$ cat src/rtl/lfsr_dec_pkg.sv
// Shared definitions for the LFSR count decoder: FSM states and the tap table
// that must match the LFSR up/down counter family exactly.
package lfsr_dec_pkg;

  localparam int MAX_WIDTH = 12;

  typedef enum logic [1:0] {
    IDLE   = 2'd0,
    SEARCH = 2'd1,
    DONE   = 2'd2
  } state_t;

  // Bit (t-1) is set for every tap t of the XNOR Fibonacci LFSR of width w.
  function automatic logic [MAX_WIDTH-1:0] tap_mask(input int w);
    case (w)
      2:       tap_mask = 12'h003;
      3:       tap_mask = 12'h006;
      4:       tap_mask = 12'h00C;
      5:       tap_mask = 12'h014;
      6:       tap_mask = 12'h030;
      7:       tap_mask = 12'h060;
      8:       tap_mask = 12'h0B8;
      9:       tap_mask = 12'h110;
      10:      tap_mask = 12'h240;
      11:      tap_mask = 12'h500;
      12:      tap_mask = 12'h829;
      default: tap_mask = 12'h000;
    endcase
  endfunction

endpackage

$ cat src/rtl/lfsr_count_decode_step.sv
// Combinational single step of the XNOR Fibonacci LFSR: dir=0 gives the
// successor of q, dir=1 gives its predecessor.
module lfsr_step
  import lfsr_dec_pkg::*;
#(
  parameter int width = 8
) (
  input  logic             dir,
  input  logic [width-1:0] q,
  output logic [width-1:0] q_nxt
);

  localparam logic [MAX_WIDTH-1:0] MASK     = tap_mask(width);
  localparam logic [width-1:0]     FWD_MASK = MASK[width-1:0];
  // Taps t<width seen from the successor sit one bit higher; the top tap drops out.
  localparam logic [width-1:0]     BWD_MASK = {MASK[width-2:0], 1'b0};

  always_comb begin
    q_nxt = q;
    if (!dir) begin
      q_nxt = {q[width-2:0], ~^(q & FWD_MASK)};
    end else begin
      q_nxt = {~(q[0] ^ (^(q & BWD_MASK))), q[width-1:1]};
    end
  end

endmodule

$ cat src/rtl/lfsr_count_decode.sv
// Recovers the binary index of an LFSR state by stepping a local LFSR from the
// all-zeros seed. Define LFSR_DEC_BIDIR_EN to add a backward engine that halves latency.
module lfsr_count_decode
  import lfsr_dec_pkg::*;
#(
  parameter int width = 8
) (
  input  logic             clk,
  input  logic             reset,
  input  logic             start,
  input  logic [width-1:0] lfsr_value,
  output logic             busy,
  output logic             done,
  output logic             found,
  output logic [width-1:0] count
);

  if (width < 2 || width > MAX_WIDTH) begin : g_bad_width
    $error("lfsr_count_decode: width must be in 2..12");
  end

  // Highest reachable index 2^width-2; idx never advances past it.
  localparam logic [width-1:0] IDX_LAST = {{(width-1){1'b1}}, 1'b0};

  state_t           state, state_nxt;
  logic [width-1:0] target;
  logic [width-1:0] fwd, fwd_nxt;
  logic [width-1:0] idx;
  logic [width-1:0] count_q;
  logic             found_q;

  logic             accept;
  logic             advance;
  logic             finish;
  logic             res_found;
  logic [width-1:0] res_count;
  logic             last;

  lfsr_step #(.width(width)) u_fwd_step (
    .dir   (1'b0),
    .q     (fwd),
    .q_nxt (fwd_nxt)
  );

`ifdef LFSR_DEC_BIDIR_EN
  // The predecessor of the all-zeros seed is 1 followed by zeros for every width.
  localparam logic [width-1:0] BWD_SEED = {1'b1, {(width-1){1'b0}}};

  logic [width-1:0] bwd, bwd_nxt;

  lfsr_step #(.width(width)) u_bwd_step (
    .dir   (1'b1),
    .q     (bwd),
    .q_nxt (bwd_nxt)
  );

  assign last = (idx >= (IDX_LAST - idx));
`else
  assign last = (idx == IDX_LAST);
`endif

  always_comb begin
    state_nxt = state;
    accept    = 1'b0;
    advance   = 1'b0;
    finish    = 1'b0;
    res_found = 1'b0;
    res_count = '0;
    case (state)
      IDLE: begin
        if (start) begin
          accept    = 1'b1;
          state_nxt = SEARCH;
        end
      end
      SEARCH: begin
        // Match checks come before the terminal check so the last index is tested.
        if (fwd == target) begin
          finish    = 1'b1;
          res_found = 1'b1;
          res_count = idx;
          state_nxt = DONE;
`ifdef LFSR_DEC_BIDIR_EN
        end else if (bwd == target) begin
          finish    = 1'b1;
          res_found = 1'b1;
          res_count = IDX_LAST - idx;
          state_nxt = DONE;
`endif
        end else if (last) begin
          finish    = 1'b1;
          state_nxt = DONE;
        end else begin
          advance = 1'b1;
        end
      end
      DONE: begin
        if (start) begin
          accept    = 1'b1;
          state_nxt = SEARCH;
        end else begin
          state_nxt = IDLE;
        end
      end
      default: state_nxt = IDLE;
    endcase
  end

  always_ff @(posedge clk or posedge reset) begin
    if (reset) begin
      state   <= IDLE;
      target  <= '0;
      fwd     <= '0;
      idx     <= '0;
      count_q <= '0;
      found_q <= 1'b0;
`ifdef LFSR_DEC_BIDIR_EN
      bwd     <= '0;
`endif
    end else begin
      state <= state_nxt;
      if (accept) begin
        target <= lfsr_value;
        fwd    <= '0;
        idx    <= '0;
`ifdef LFSR_DEC_BIDIR_EN
        bwd    <= BWD_SEED;
`endif
      end else if (advance) begin
        fwd <= fwd_nxt;
        idx <= idx + 1'b1;
`ifdef LFSR_DEC_BIDIR_EN
        bwd <= bwd_nxt;
`endif
      end
      if (finish) begin
        count_q <= res_count;
        found_q <= res_found;
      end
    end
  end

  assign busy  = (state == SEARCH);
  assign done  = (state == DONE);
  assign found = found_q;
  assign count = count_q;

endmodule

$ cat config.mk
export PLATFORM = sky130hd
export DESIGN_NAME = lfsr_count_decode
export DESIGN_NICKNAME = d
export VERILOG_FILES = /design/src/rtl/lfsr_dec_pkg.sv /design/src/rtl/lfsr_count_decode_step.sv /design/src/rtl/lfsr_count_decode.sv
export SDC_FILE = /design/constraint.sdc
export NUM_CORES = 1
export LEC_CHECK = 0
export CAP_MARGIN = 40
export CORE_ASPECT_RATIO = 0.9
export CORE_MARGIN = 3
export CORE_UTILIZATION = 45
export DETAILED_ROUTE_END_ITERATION = 10
export PLACE_DENSITY = 0.79
export SLEW_MARGIN = 15
export SYNTH_ARGS = -nofsm -noshare
export SYNTH_HDL_FRONTEND = slang
export SYNTH_SLANG_ARGS = --single-unit
$ cat constraint.sdc
create_clock -name clk -period 5.2 [get_ports clk]
set_input_delay 1.04 -clock clk [delete_from_list [all_inputs] [get_ports clk]]
set_output_delay 1.04 -clock clk [all_outputs]
set_load 0.02 [all_outputs]
; ---- Yosys cells after proc, flatten, opt, wreduce, memory -nomap -nowiden
; Cells that the tools add are included.
[totals]
register_bits = 35
input_bits = 11
output_inout_bits = 11
wordCells = 39
[classes]
add_sub_neg = 1
eq_ne = 6
mux = 21
reduce_logical = 5
[ops]
columns = op, n
row1 = 8-bit two-way mux, 6
row2 = 1-bit two-way mux, 11
row3 = "8-bit by 1-bit adder with 8-bit output, second input constant", 1
row4 = 8-bit equality test, 1
row5 = "8-bit equality test, second input constant", 1
row6 = 8-bit XNOR reduction, 1
row7 = 2-bit two-way mux, 3
row8 = 2-bit one-hot mux with 3 select lines, 1
row9 = "3-bit by 1-bit != test with 1-bit output, second input constant", 1
row10 = "2-bit by 1-bit equality test with 1-bit output, second input constant", 1
row11 = "2-bit equality test, second input constant", 1
row12 = 2-bit logical NOT, 1
row13 = "2-bit != test, second input constant", 1
row14 = 2-bit AND reduction, 1
row15 = 2-bit nonzero test, 1
row16 = 2-bit OR reduction, 1

; ---- Logic depth before layout (Yosys ltp)
; Gate-level depths: netlist of the first run.
[depth]
ltp_word = 6
depth_mapped = 8
depth_no_buf = 7

; ---- Hierarchy
; From an unflattened synthesis of the first run, not the netlist that was laid out.
[unflattened]
hier_cells = 153
hier_area_um2 = 1714.1
[modules_own_cells]
columns = mod, n_inst, cells_each, area_per_inst_um2, seq_area_each_um2
row1 = lfsr_count_decode, 1, 137, 1565.3, 875.8
row2 = lfsr_step, 1, 16, 148.9, 0.0

; ---- Least setup slack after synthesis of the first run
; OpenSTA, ideal clock, no wires.
[synth_timing]
path_type = input port to flip-flop
from = input port start
to = register target[0]
setup_time_ns = 0.125
arrival_time_ns = 1.905
t_required_ns = 5.075
path_slack_ns = 3.170
stages = 4
n_path_buf = 2
path_cell_list = nand2b_1 > buf_2 > clkbuf_1 > mux2_2
[synth_via]
elab_chain_cells = 2
[synth_lines]
columns = element, line_no
row1 = from (decl), lfsr_count_decode.sv:10  ; input logic start,
row2 = 1-bit two-way mux, "lfsr_count_decode.sv:71, lfsr_count_decode.sv:98"
row3 = 1-bit two-way mux, n/a
row4 = to (signal assigned), lfsr_count_decode.sv:123  ; target <= lfsr_value;
row5 = to (decl), lfsr_count_decode.sv:26  ; logic [width-1:0] target;
; No other way between the ends.
; A chain may end at the register's enable or synchronous reset.

; ---- Worst setup path after layout of the first run
[layout_timing]
from = register state[1]
to = output port busy
[layout_via]
elab_chain_cells = 1
[layout_lines]
columns = element, line_no
row1 = from (decl), lfsr_count_decode.sv:25  ; state_t state, state_nxt;
row2 = from (signal assigned), lfsr_count_decode.sv:121  ; state <= state_nxt;
row3 = 2-bit by 1-bit equality test with 1-bit output, lfsr_count_decode.sv:143  ; assign busy = (state == SEARCH);
row4 = to (decl), lfsr_count_decode.sv:12  ; output logic busy,
; No other way between the ends.

==> results of run 1 <==
## critical path, delay by kind of cell, from the launching register on
family,cells,cell delay (ns)
flops,1,0.37
buf+inv,2,0.74
simple gates,1,0.19
## layout make-up
cell class,count,area share
clock buffers,8,0.0507
well taps,44,0.0279
multi-input cells,99,0.343
flip-flops and latches,35,0.443
inverters,10,0.0190
repair buffers,23,0.116
## layout by cell type (no fill, tap or decap), types with 2 or more instances in the layout
master,synthesis,layout
nor2b_1,2,2
mux2_2,8,8
xor2_1,8,8
dfrtp_1,35,35
nor2_1,3,3
nand3_1,3,3
ha_1,2,2
nand2b_1,3,3
and3_1,2,2
o21ai_1,4,4
a22o_1,8,8
a31oi_1,2,2
clkdlybuf4s50_1,0,21
xnor2_1,3,3
clkbuf_8,0,7
inv_1,10,10
nor3_1,2,2
o21ai_0,15,15
nand2_1,20,20
## kinds of logic (layout without fill, tap and decap cells)
kind of cell,count (synthesis),count (layout),synth area share
compound gates,35,35,0.145
xor+xnor,11,11,0.0593
fa+ha+maj,2,2,0.0154
buf+inv,16,41,0.0431
flops,35,35,0.539
mux,9,9,0.0616
simple gates,42,42,0.136
## flip-flops by register name (all words and copies together), names as in the netlist
register and flops:
state 2, idx 8, fwd 8, found 1
target 8, count 8
## synth_stat cells
library cell / instances / share of area
a21o_1: 1 / 0.0046
a21o_2: 1 / 0.0054
a21oi_1: 1 / 0.0031
a21oi_2: 1 / 0.0054
a22o_1: 8 / 0.043
a31oi_1: 2 / 0.0077
a31oi_2: 1 / 0.0077
and2_1: 1 / 0.0039
and3_1: 2 / 0.0077
buf_2: 2 / 0.0062
buf_6: 1 / 0.0069
clkbuf_1: 3 / 0.0069
dfrtp_1: 35 / 0.54
ha_1: 2 / 0.015
inv_1: 10 / 0.023
mux2_2: 8 / 0.055
mux2i_1: 1 / 0.0062
nand2_1: 20 / 0.046
nand2b_1: 3 / 0.012
nand3_1: 3 / 0.0092
nand3b_1: 1 / 0.0046
nand4_1: 1 / 0.0039
nor2_1: 3 / 0.0069
nor2_2: 1 / 0.0039
nor2b_1: 2 / 0.0077
nor3_1: 2 / 0.0062
nor4_2: 1 / 0.0077
nor4_4: 1 / 0.013
o21ai_0: 15 / 0.046
o21ai_1: 4 / 0.012
o221ai_2: 1 / 0.0092
or2_2: 1 / 0.0039
xnor2_1: 3 / 0.016
xor2_1: 8 / 0.043
## worst max path at each step
stage                               from               endpoint  slack, ns  cells past startpoint
floorplan                          start  target[0]$_DFFE_PP0P_       3.17                      4
global placement                   start     idx[7]$_DFFE_PP0P_       2.57                      4
detailed placement                 start     idx[7]$_DFFE_PP0P_       2.51                      4
CTS                 state[1]$_DFFE_PP0P_                   busy       2.58                      3
finish              state[1]$_DFFE_PP0P_                   busy       2.58                      3
global route        state[1]$_DFFE_PP0P_                   busy       2.52                      3
## routing by layer
metal	up-vias	global-route usage	share of wire
li1	558	-	-
met4	0	0.0683	0.024
met3	9	0.0450	0.039
met5	-	0	0
met1	560	0.232	0.49
met2	27	0.218	0.45
## metrics by stage
stage	hold slack, ns	utilization	worst slack [ns]	instances	power [mW]
global route	0.522	0.576	2.52	219	1.24
global placement	0.468	0.544	2.57	210	0.905
CTS	0.500	0.573	2.58	218	1.16
floorplan	0.491	-	3.17	150	0.803
detailed placement	0.483	0.544	2.51	210	0.939
finish	0.495	0.576	2.58	219	1.16
## power groups by stage
| stage | sequential, mW | clock [mW] | combinational (mW) |
|---|---|---|---|
| after floorplan | 0.504 | 0 | 0.298 |
| after global routing | 0.521 | 0.232 | 0.491 |
| after detailed placement | 0.508 | 0 | 0.431 |
| after CTS | 0.504 | 0.218 | 0.436 |
| final | 0.504 | 0.215 | 0.437 |
| after global placement | 0.497 | 0 | 0.409 |
==> out/qor.yml, run 1 <==
status:
  status: "finished, final reports clean"
grt:
  grt_pass1_wl_um: 5490
  grt_remaining_overflow: 0
  antenna_found_initial: 0
  first_global_vias: 1120
  grt_start_max_net_pins: 36
  track_usage: 0.159
setup_path:
  crit_arrival_ns: 1.58
  critical_path_class: "reg -> out"
  r2r-end: "idx[7]$_DFFE_PP0P_"
  critPathMaxFanout: 3
  rrSetupSlack_ns: 3.25
  cp_slowest_cell: "clkdlybuf4s50_1"
  timing.rr.start: "fwd[3]$_DFFE_PP0P_"
  r2r_cells: 6
  endpoint_kind: "output pin"
  startpoint_type: "flip-flop"
  max_stage_delay_ns: 0.62
  required_ns: 4.16
  cp_cell_sequence: "nand2b_1 -> inv_1 -> clkdlybuf4s50_1"
power_and_ir_drop:
  clockPowerShare: 0.186
  switching_share: 0.376
  pwr-share-comb: 0.378
  vdd_drop_max_mv: 0.191
  internal-power_mw: 0.721
  power_leakage_nw: 0.898
  pwr-share-seq: 0.436
  p_sw_mw: 0.435
  p_per_area_nw_per_um2: 585
flow_run:
  drv_cap: 0
cts:
  cts_tree: "built"
  cts_root_buf: "clkbuf_8"
  post_cts_buffers: 0
  cts_buffers: 5
  cts.htree.levels: 2
  cts_sinks: 35
  cts_resized: 0
  cts.path.max_buffers: 2
  holdBufCountCts: 0
  clk_latency_ns: 0.29
  clk_pin_slew_ns: 0.06
route:
  wl_um: 3120
  via_per_inst: 5.27
  ant_nets: 0
  first_pass_iters: 4
  wl_per_cell_um: 14.2
  drt_iter0_markers: 70
  vias: 1154
  drc: 0
placed_design:
  dpl-instance-area_um2: 1860
  io_buffers: 21
  dpl.hpwl_um: 2160
  gp_congestion: 0.758
finish:
  nets: 187
  layout-drive-gt1-share: 0.143
  stdcell_area_um2: 1980
  num_antenna_cells: 0
  multi_input_area_um2: 678
  area_delta_synth_final_pct: 21.6
  n_fill_cell: 283
  seq_area_um2: 876
die:
  core_area_um2: 3430
  ioPinCount: 22
  die_area_um2: 4370
  chipWidth_um: 69.3
  rows: 20
  floorplan.initialDensity: 0.474
  fp.dieH_um: 63.0
timing:
  fmax_mhz: 382
  tightest_slew_ns: 0.770
  slew_headroom: 0.486
  fin_worst_skew_ns: 0.00618
  setup-violations-final: 0
  min_period_over_period: 0.504
  final_max_slew_viol_count: 0
  fin_tns_setup_ns: 0
  min_period_ns: 2.62
  hold_viol: 0
  rsz0062_at_grt: "no"
yosys:
  synth-seq-area-share: 0.539
  syn_area_per_cell_um2: 10.8
  synth_area_um2: 1620
  postSynthCellCount: 150
  syn-num-nets: 163
  synth_seq_cells: 35
  yosys_warnings: 0
  synth.distinct_cells: 34
worst_hold_path:
  hold_path_class: "reg -> reg"
  min_path_cells: 1
  worstHoldEndpoint: "found$_DFFE_PP0P_"
  holdCritStartpoint: "found$_DFFE_PP0P_"
Power figures use the tool's default switching activity.
==> run 2: changes to the inputs <==
==> constraint.sdc (replaced) <==
create_clock -name clk -period 2.48 [get_ports clk]
set_input_delay 0.496 -clock clk [delete_from_list [all_inputs] [get_ports clk]]
set_output_delay 0.496 -clock clk [all_outputs]
set_load 0.02 [all_outputs]
==> out/qor.yml, run 2 (synthesized netlist as in run 1, its figures left out) <==
placed_design:
  gp_congestion: 0.795  # +4.8%
  io_buffers: 21  # unchanged
  dpl-instance-area_um2: 1880  # +0.81%
  dpl.hpwl_um: 2230  # +3.6%
finish:
  fin_util: 0.577  # +0.00109
  mostFrequentLayoutCells: "dfrtp_1, clkdlybuf4s50_1, nand2_1"
  stdcell_area_um2: 1980  # +0.19%
  final_common_cell: "dfrtp_1"
  nets: 188  # +0.53%
  num_antenna_cells: 0  # unchanged
  area_delta_synth_final_pct: 21.9
  layout-drive-gt1-share: 0.148  # +0.00487
route:
  wl_per_cell_um: 13.7  # -4.0%
  drc: 0  # unchanged
  via_per_inst: 5.20  # -1.2%
  vias: 1145  # -0.78%
  wl_um: 3010  # -3.6%
  first_pass_iters: 4  # unchanged
  drt_iter0_markers: 30  # -57%
  ant_nets: 0  # unchanged
setup_path:
  startpoint_type: "flip-flop"
  critPathMaxFanout: 3  # unchanged
  endpoint_kind: "output pin"
  required_ns: 1.98  # -2.18 ns
  critical_path_class: "reg -> out"
  cp_slowest_cell: "clkdlybuf4s50_1"
  cp_top_family: "buffers and inverters"
  crit_arrival_ns: 1.58  # about the same
  cp_cell_sequence: "nand2b_1 -> inv_1 -> clkdlybuf4s50_1"
  critPathBufInv: 2  # unchanged
  max_stage_delay_ns: 0.61  # about the same
timing:
  tightest_slew_ns: 0.429  # -0.341 ns
  setup-violations-final: 0  # unchanged
  slew_headroom: 0.714  # +0.227
  hold_ws_ns: 0.490  # -0.00505 ns
  final_max_slew_viol_count: 0  # unchanged
  min_period_ns: 2.08
  fmax_mhz: 481
  fin_tns_setup_ns: 0  # unchanged
  hold_viol: 0  # unchanged
  fin_worst_skew_ns: 0.00273  # -0.00345 ns
  rsz0062_at_grt: "no"
  min_period_over_period: 0.839
grt:
  grt_start_max_net_pins: 36  # unchanged
  first_global_vias: 1189  # +6.2%
  track_usage: 0.158  # -0.000288
  grt_remaining_overflow: 0  # unchanged
  grt_pass1_wl_um: 5410  # -1.4%
  antenna_found_initial: 0  # unchanged
power_and_ir_drop:
  pwr-share-seq: 0.435  # about the same
  power_leakage_nw: 0.901  # +0.29%
  vdd_drop_max_mv: 0.410  # +110%
  p_sw_mw: 0.888  # +100%
  p_per_area_nw_per_um2: 1210  # +110%
  clockPowerShare: 0.187  # about the same
  internal-power_mw: 1.51  # +110%
  pwr-share-comb: 0.378  # about the same
  switching_share: 0.370  # -0.00596
cts:
  cts_root_buf: "clkbuf_8"
  cts.path.max_buffers: 2  # unchanged
  post_cts_buffers: 0  # unchanged
  cts_buffers: 5  # unchanged
  clk_pin_slew_ns: 0.07  # about the same
  holdBufCountCts: 0  # unchanged
  cts_tree: "built"
  clk_latency_ns: 0.29  # about the same
  cts_resized: 0  # unchanged
  cts_sinks: 35  # unchanged
  cts.htree.levels: 2  # unchanged
die:
  ioPinCount: 22  # unchanged
  fp.dieH_um: 63.0  # unchanged
  floorplan.initialDensity: 0.474  # unchanged
  core_area_um2: 3430  # unchanged
  chipWidth_um: 69.3  # unchanged
  rows: 20  # unchanged
  die_area_um2: 4370  # unchanged
worst_hold_path:
  hold_path_class: "reg -> reg"
flow_run:
  drv_cap: 0  # unchanged
status:
  status: "finished, final reports clean"
[run 2: area by class of cell]
class / count / area [um2]
Clock buffer: 8 / 100
Timing Repair Buffer: 24 / 233
Sequential cell: 35 / 876
Tap cell: 44 / 55.1
Inverter: 10 / 37.5
Multi-Input combinational cell: 99 / 678
Fill cell: 286 / 1450
[run 2: metal layers]
layer,track usage,vias to the layer above,part of all wire
li1,-,558,-
met1,0.201,559,0.45
met5,0,-,0
met2,0.249,26,0.49
met4,0.0585,0,0.0070
met3,0.0563,2,0.049
[run 2: power by group through the flow]
stage | clock network [mW] | logic (mW) | registers (mW)
floorplan | 0 | 0.625 | 1.06
global placement | 0 | 0.877 | 1.04
detailed placement | 0 | 0.916 | 1.06
CTS | 0.458 | 0.922 | 1.04
global route | 0.487 | 1.02 | 1.08
finish | 0.449 | 0.907 | 1.04
[run 2: final timing paths]
path                                 startpoint               endpoint  slack, ns  depth (start not counted)
max reg2reg                  idx[0]$_DFFE_PP0P_     idx[0]$_DFFE_PP0P_       0.63                          7
max in group asynchronous                 reset     idx[4]$_DFFE_PP0P_       1.57                          3
max                        state[1]$_DFFE_PP0P_                   busy       0.40                          3
min                           found$_DFFE_PP0P_      found$_DFFE_PP0P_       0.49                          1
min in group asynchronous                 reset  target[2]$_DFFE_PP0P_       0.60                          3
min reg2reg                   found$_DFFE_PP0P_      found$_DFFE_PP0P_       0.49                          1
[run 2: per-stage QoR]
step / setup slack (ns) / power [mW] / instances
2_1_floorplan: 0.830 / 1.68 / 150
3_5_place_dp: 0.551 / 1.97 / 212
4_1_cts: 0.392 / 2.43 / 220
6_report: 0.400 / 2.40 / 220
3_3_place_gp: 0.577 / 1.92 / 212
5_1_grt: 0.338 / 2.59 / 220
[run 2: worst reg2reg max path, cell delays in order, from the launching register on]
cell	delay [ns]
dfrtp_1	0.44
inv_1	0.07
ha_1	0.19
nand3_1	0.08
o21ai_0	0.10
a21oi_2	0.31
nand2b_1	0.38
mux2i_1	0.15
